`config.mk`:
```
export PLATFORM = sky130hd
export DESIGN_NAME = io_input_conditioner
export DESIGN_NICKNAME = d
export VERILOG_FILES = /design/src/rtl/io_pkg.sv /design/src/rtl/io_debounce_cell.sv /design/src/rtl/io_input_conditioner.sv
export SDC_FILE = /design/constraint.sdc
export NUM_CORES = 1
export LEC_CHECK = 0
export BUFFER_PORTS_ARGS = -buffer_cell sky130_fd_sc_hd__buf_2
export CAP_MARGIN = 0
export CORE_MARGIN = 4
export CORE_UTILIZATION = 50
export DETAILED_ROUTE_END_ITERATION = 16
export PLACE_DENSITY = 0.7
export SLEW_MARGIN = 20
export SYNTH_ARGS = -nofsm -noshare
export SYNTH_HDL_FRONTEND = slang
export SYNTH_SLANG_ARGS = --single-unit
```
`constraint.sdc`:
```
create_clock -name i_clk -period 3.75 [get_ports i_clk]
set_input_delay 0.1875 -clock i_clk [delete_from_list [all_inputs] [get_ports i_clk]]
set_output_delay 0.1875 -clock i_clk [all_outputs]
set_load 0.005 [all_outputs]
```
`src/rtl/io_pkg.sv`:
```
// Shared constants for the board input conditioner: default geometry, debounce timing,
// LSU input-region byte offsets and the debounce counter width helper.
package io_pkg;

    localparam int SW_W_DEF         = 18;
    localparam int BTN_W_DEF        = 4;
    localparam int TICK_CYC_DEF     = 50000;
    localparam int STABLE_TICKS_DEF = 10;

    // Byte offsets of the conditioned words inside the LSU memory-mapped input region
    localparam logic [7:0] IO_SW_OFFSET  = 8'h00;
    localparam logic [7:0] IO_BTN_OFFSET = 8'h10;

    // Counter must hold 0..stable_ticks
    function automatic int cnt_width(input int stable_ticks);
        return $clog2(stable_ticks + 1);
    endfunction

    localparam int DEF_CNT_W = cnt_width(STABLE_TICKS_DEF);

endpackage

```
`src/rtl/io_debounce_cell.sv`:
```
// One input bit: synchronizer, tick-driven debounce counter, stable level and edge pulses.
// Latency SYNC_STAGES edges to synced, then (STABLE_TICKS-1)*tick+1 .. STABLE_TICKS*tick edges; no backpressure.
module io_debounce_cell
    import io_pkg::*;
#(
    parameter int SYNC_STAGES  = 2,
    parameter int STABLE_TICKS = STABLE_TICKS_DEF
) (
    input  logic i_clk,
    input  logic i_rst_n,
    input  logic i_raw,
    input  logic i_tick,
    output logic o_stable,
    output logic o_rise,
    output logic o_fall
);

    localparam int               CNT_W    = cnt_width(STABLE_TICKS);
    localparam logic [CNT_W-1:0] CNT_LAST = CNT_W'(STABLE_TICKS - 1);

    logic [SYNC_STAGES-1:0] sync_q;
    logic                   synced;
    logic                   stable_q;
    logic                   rise_q;
    logic                   fall_q;
    logic [CNT_W-1:0]       cnt_q;

    assign synced = sync_q[SYNC_STAGES-1];

    always_ff @(posedge i_clk or negedge i_rst_n) begin
        if (!i_rst_n) begin
            sync_q   <= '0;
            stable_q <= 1'b0;
            rise_q   <= 1'b0;
            fall_q   <= 1'b0;
            cnt_q    <= '0;
        end else begin
            sync_q <= {sync_q[SYNC_STAGES-2:0], i_raw};
            rise_q <= 1'b0;
            fall_q <= 1'b0;
            // Any agreement, even for a single cycle, discards the partial count
            if (synced == stable_q) begin
                cnt_q <= '0;
            end else if (i_tick) begin
                if (cnt_q == CNT_LAST) begin
                    stable_q <= synced;
                    rise_q   <= synced;
                    fall_q   <= ~synced;
                    cnt_q    <= '0;
                end else begin
                    cnt_q <= cnt_q + CNT_W'(1);
                end
            end
        end
    end

    assign o_stable = stable_q;
    assign o_rise   = rise_q;
    assign o_fall   = fall_q;

endmodule

```
`src/rtl/io_input_conditioner.sv`:
```
// Conditions raw switches/buttons for the LSU input region: shared tick prescaler, button polarity fix, zero-extension.
// Latency SYNC_STAGES + up to STABLE_TICKS*TICK_CYC edges per accepted change; no backpressure (pins are free-running).
module io_input_conditioner
    import io_pkg::*;
#(
    parameter int SW_W           = SW_W_DEF,
    parameter int BTN_W          = BTN_W_DEF,
    parameter int SYNC_STAGES    = 2,
    parameter int TICK_CYC       = TICK_CYC_DEF,
    parameter int STABLE_TICKS   = STABLE_TICKS_DEF,
    parameter int BTN_ACTIVE_LOW = 1
) (
    input  logic              i_clk,
    input  logic              i_rst_n,
    input  logic [SW_W-1:0]   i_sw_raw,
    input  logic [BTN_W-1:0]  i_btn_raw,
    output logic [31:0]       o_io_sw,
    output logic [31:0]       o_io_btn,
    output logic [BTN_W-1:0]  o_btn_press,
    output logic [BTN_W-1:0]  o_btn_release,
    output logic              o_tick
);

    localparam int               PRE_W    = $clog2(TICK_CYC);
    localparam logic [PRE_W-1:0] PRE_LAST = PRE_W'(TICK_CYC - 1);
    localparam logic             BTN_INV  = (BTN_ACTIVE_LOW != 0);

    logic [PRE_W-1:0] pre_q;
    logic [PRE_W-1:0] pre_d;
    logic             tick;

    logic [BTN_W-1:0] btn_n;
    logic [SW_W-1:0]  sw_stable;
    logic [SW_W-1:0]  sw_rise;
    logic [SW_W-1:0]  sw_fall;
    logic [BTN_W-1:0] btn_stable;
    logic             unused_sw_edges;

    assign tick = (pre_q == PRE_LAST);

    always_comb begin
        pre_d = pre_q + PRE_W'(1);
        if (tick) begin
            pre_d = '0;
        end
    end

    always_ff @(posedge i_clk or negedge i_rst_n) begin
        if (!i_rst_n) begin
            pre_q <= '0;
        end else begin
            pre_q <= pre_d;
        end
    end

    // Normalize before synchronizing so a cleared flop always means "released"
    assign btn_n = i_btn_raw ^ {BTN_W{BTN_INV}};

    for (genvar g = 0; g < SW_W; g++) begin : gen_sw
        io_debounce_cell #(
            .SYNC_STAGES  (SYNC_STAGES),
            .STABLE_TICKS (STABLE_TICKS)
        ) u_cell (
            .i_clk    (i_clk),
            .i_rst_n  (i_rst_n),
            .i_raw    (i_sw_raw[g]),
            .i_tick   (tick),
            .o_stable (sw_stable[g]),
            .o_rise   (sw_rise[g]),
            .o_fall   (sw_fall[g])
        );
    end

    for (genvar g = 0; g < BTN_W; g++) begin : gen_btn
        io_debounce_cell #(
            .SYNC_STAGES  (SYNC_STAGES),
            .STABLE_TICKS (STABLE_TICKS)
        ) u_cell (
            .i_clk    (i_clk),
            .i_rst_n  (i_rst_n),
            .i_raw    (btn_n[g]),
            .i_tick   (tick),
            .o_stable (btn_stable[g]),
            .o_rise   (o_btn_press[g]),
            .o_fall   (o_btn_release[g])
        );
    end

    // Switches expose levels only; their edge pulses are intentionally dropped
    assign unused_sw_edges = ^{sw_rise, sw_fall};

    always_comb begin
        o_io_sw              = '0;
        o_io_sw[SW_W-1:0]    = sw_stable;
        o_io_btn             = '0;
        o_io_btn[BTN_W-1:0]  = btn_stable;
    end

    assign o_tick = tick;

endmodule
```
==> flow_metrics.tcl <==
set metrics [dict create \
    max_freq_mhz 424.4 \
    synth_top_area_share 0.5113 \
    cp_max_fo 128 \
    start_util 0.5179 \
    cp-start-kind "register" \
    rr_startpoint "pre_q[0]" \
    power.leakage_uw 0.004374 \
    ir_worst_vdd_mv 0.2751 \
    skew_ns 0.01116 \
    cts_sinks 178 \
    maxSlewHeadroom 0.5147 \
    htree_levels 4 \
    nNetsFinal 983 \
    ant_nets 0 \
    path_clk_slew_ns 0.07 \
    setup_tns_ns 0 \
    insertion_delay_ns 0.43 \
    synthCells 867 \
    netlist_area_mm2 0.008711 \
    multi_input_comb_area_mm2 0.003572 \
    rows 47 \
    cp.required_ns 3.56 \
    tightest_slew_ns 0.7279 \
    cts_tree "built" \
    grt_max_degree 129 \
    portBuffers 54 \
    grt_first_pass_wirelength_mm 26.14 \
    dieHeight_um 140.0 \
    ys.flop_type "dfrtp_1" \
    holdCritStartpoint "gen_sw[4].u_cell.sync_q[0]" \
    dp_cells 1092 \
    fin_crit_sh 0.6284 \
    worstSetupStartpoint "pre_q[0]" \
    slew_viol_final 0 \
    cp-end-kind "output port" \
    cts_setup_buffers 0 \
    maxCapViolCount 0 \
    p_per_area_mw_per_mm2 403.7 \
    fin_cells 1146 \
    rsz0062_at_grt "no" \
    postCtsHoldBufs 23 \
    area_delta_synth_final_pct 11.13 \
    n_fill_cell 1480 \
    cp.arrival_ns 2.17 \
    grt_overflow 0 \
    die-area_mm2 0.01960 \
    async_flop_share 1.000 \
    synth_edf_count 0 \
    wl_per_cell_um 13.01 \
    ys_types 40 \
    worstPathCellList "ha_1 -> and3_1 -> nand4_1 -> buf_12 -> inv_2 -> buf_2" \
    firstDrtPassIters 6 \
    hold_viol 0 \
    ys_top_cells_by_area "dfrtp_1, ha_1, buf_4" \
    cts.path.max_buffers 2 \
    ys_seq_area_frac 0.5113 \
    pre_cts_ws_ns 1.424 \
    cts_resized 0 \
    syn_area_per_cell_um2 10.05 \
    cts-root-buf "clkbuf_16" \
    wirelength_mm 14.91 \
    drive_above_1_share 0.1210 \
    cts_buffers 17 \
    dp_hpwl_mm 9.789 \
    yosys_register_bits 178 \
    cp_slowest_stage_delay_ns 0.42 \
    first_iter_violations 333 \
    viasPerCell 5.195 \
    dr_total_vias 5953 \
    fin_crit_ns 2.356 \
    yosys_warnings 0 \
    setup_violations 0 \
    place_congestion 0.8247 \
    ios 97 \
    n_antenna_cell 0 \
    min_path_type "register to register" \
    worst_slack_ns 1.394 \
    criticalPathCategory "register to output port" \
    core_mm2 0.01682 \
    grt_pass1_vias 5737 \
    area.sequential_mm2 0.004454 \
    antenna_found_initial 0 \
    yosysTopAreaCell "dfrtp_1" \
    grt_util_all_layers 0.1598 \
    status "finished, final reports clean" \
    crit_slowest_cell "dfrtp_1" \
    route.detailed.drc 0 \
    die_w_um 140.0 \
]
==> per-layer routing <==
metal	share of wire	global-route usage	vias to the layer above	routed length (µm)
li1	-	-	2972	-
met3	0.038	0.03885	16	560
met1	0.47	0.2095	2865	6979
met2	0.48	0.2608	100	7173
met4	0.013	0.05660	0	195
met5	0	0	-	0
==> power by group <==
group / switching (µW) / internal, µW
Sequential: 12.4 / 1940
Clock: 745 / 1100
Combinational: 68.1 / 35.7
Total: 825 / 3080
==> cells in the mapped netlist, drive strengths merged (2+ instances only) <==
cell,count
a21oi,67
a311oi,13
a31o,2
a31oi,9
a41oi,13
and3,2
and4,2
buf,84
clkbuf,13
dfrtp,178
ha,45
inv,49
mux2,12
mux2i,2
nand2,116
nand3,36
nand4,4
nor2,40
nor3,2
nor3b,8
nor4,2
o21ai,43
or2,11
or3,45
or4,22
or4b,9
xnor2,28
xor2,4
==> path summary, 6_finish.rpt <==
kind,endpoint,slack [ns],cells after the start
max in group asynchronous,gen_sw[2].u_cell.o_stable,2.51,3
worst min register to register,gen_sw[4].u_cell.sync_q[1],0.35,0
min in group asynchronous,gen_sw[3].u_cell.cnt_q[2],0.38,2
worst min-delay path,gen_sw[4].u_cell.sync_q[1],0.35,0
worst max register to register,gen_sw[4].u_cell.cnt_q[3],1.43,6
worst max-delay path,o_tick,1.39,6
==> critical path: cells and delay by family (launching register included) <==
| family | cells | cell delay [ns] |
|---|---|---|
| fa+ha+maj | 1 | 0.26 |
| buf+inv | 3 | 0.72 |
| flops | 1 | 0.42 |
| simple gates | 2 | 0.33 |
==> placed cells by master (no fill, tap or decap), types with 3 or more instances in the layout <==
cell type        n
or4_1           22
a311oi_1        13
nor2_1          40
or3_1           45
xnor2_1         28
buf_4            6
a41oi_1         13
mux2_2           4
bufinv_16        3
conb_1          42
inv_1           48
clkinv_4         4
or4b_1           9
mux2_1           8
nand3_1         36
a31oi_1          9
or2_2           11
o21ai_0         42
ha_1            45
a21oi_1         67
nor3b_1          8
clkbuf_8         4
nand4_1          4
xor2_1           4
dlygate4sd3_1   23
buf_2           53
nand2_1        116
clkbuf_16       17
dfrtp_1        178
==> sequential cells by signal, indices dropped and copies added (netlist names) <==
signal / count
gen_sw.u_cell.cnt_q: 72
gen_sw.u_cell.sync_q: 36
gen_sw.u_cell.o_stable: 18
gen_btn.u_cell.cnt_q: 16
pre_q: 16
gen_btn.u_cell.sync_q: 8
gen_btn.u_cell.o_fall: 4
gen_btn.u_cell.o_rise: 4
gen_btn.u_cell.o_stable: 4
==> layout make-up <==
cell class                      instances  share of cell area
Sequential cell                       178              0.4601
Multi-Input combinational cell        584              0.3690
Timing Repair Buffer                   84             0.05933
Clock buffer                           20             0.04821
Tap cell                              220             0.02843
Inverter                               49             0.01900
Clock inverter                         11             0.01590
==> stage by stage <==
step / hold WS, ns / util / total power (µW) / cell area, µm²
after floorplan: -0.1081 / - / 2049 / 8865
after global placement: 0.2953 / 0.5250 / 2080 / 8830
after detailed placement: 0.2968 / 0.5250 / 2081 / 8830
after CTS: 0.3479 / 0.5756 / 3961 / 9681
after global routing: 0.3517 / 0.5756 / 4061 / 9681
final: 0.3463 / 0.5756 / 3908 / 9681
==> kinds of logic after synthesis <==
logic type               count (synthesis)  share of synthesized area
multiplexers                            14                    0.01781
adder cells (fa/ha/maj)                 45                    0.06464
XOR/XNOR                                32                    0.03217
other                                    1                  0.0004305
flip-flops                             178                     0.5113
AND/OR/NAND/NOR                        304                     0.1794
AO/OA/AOI/OAI                          147                    0.09782
buffers and inverters                  146                    0.09638
No activity file was read; power rests on OpenSTA's default activity.
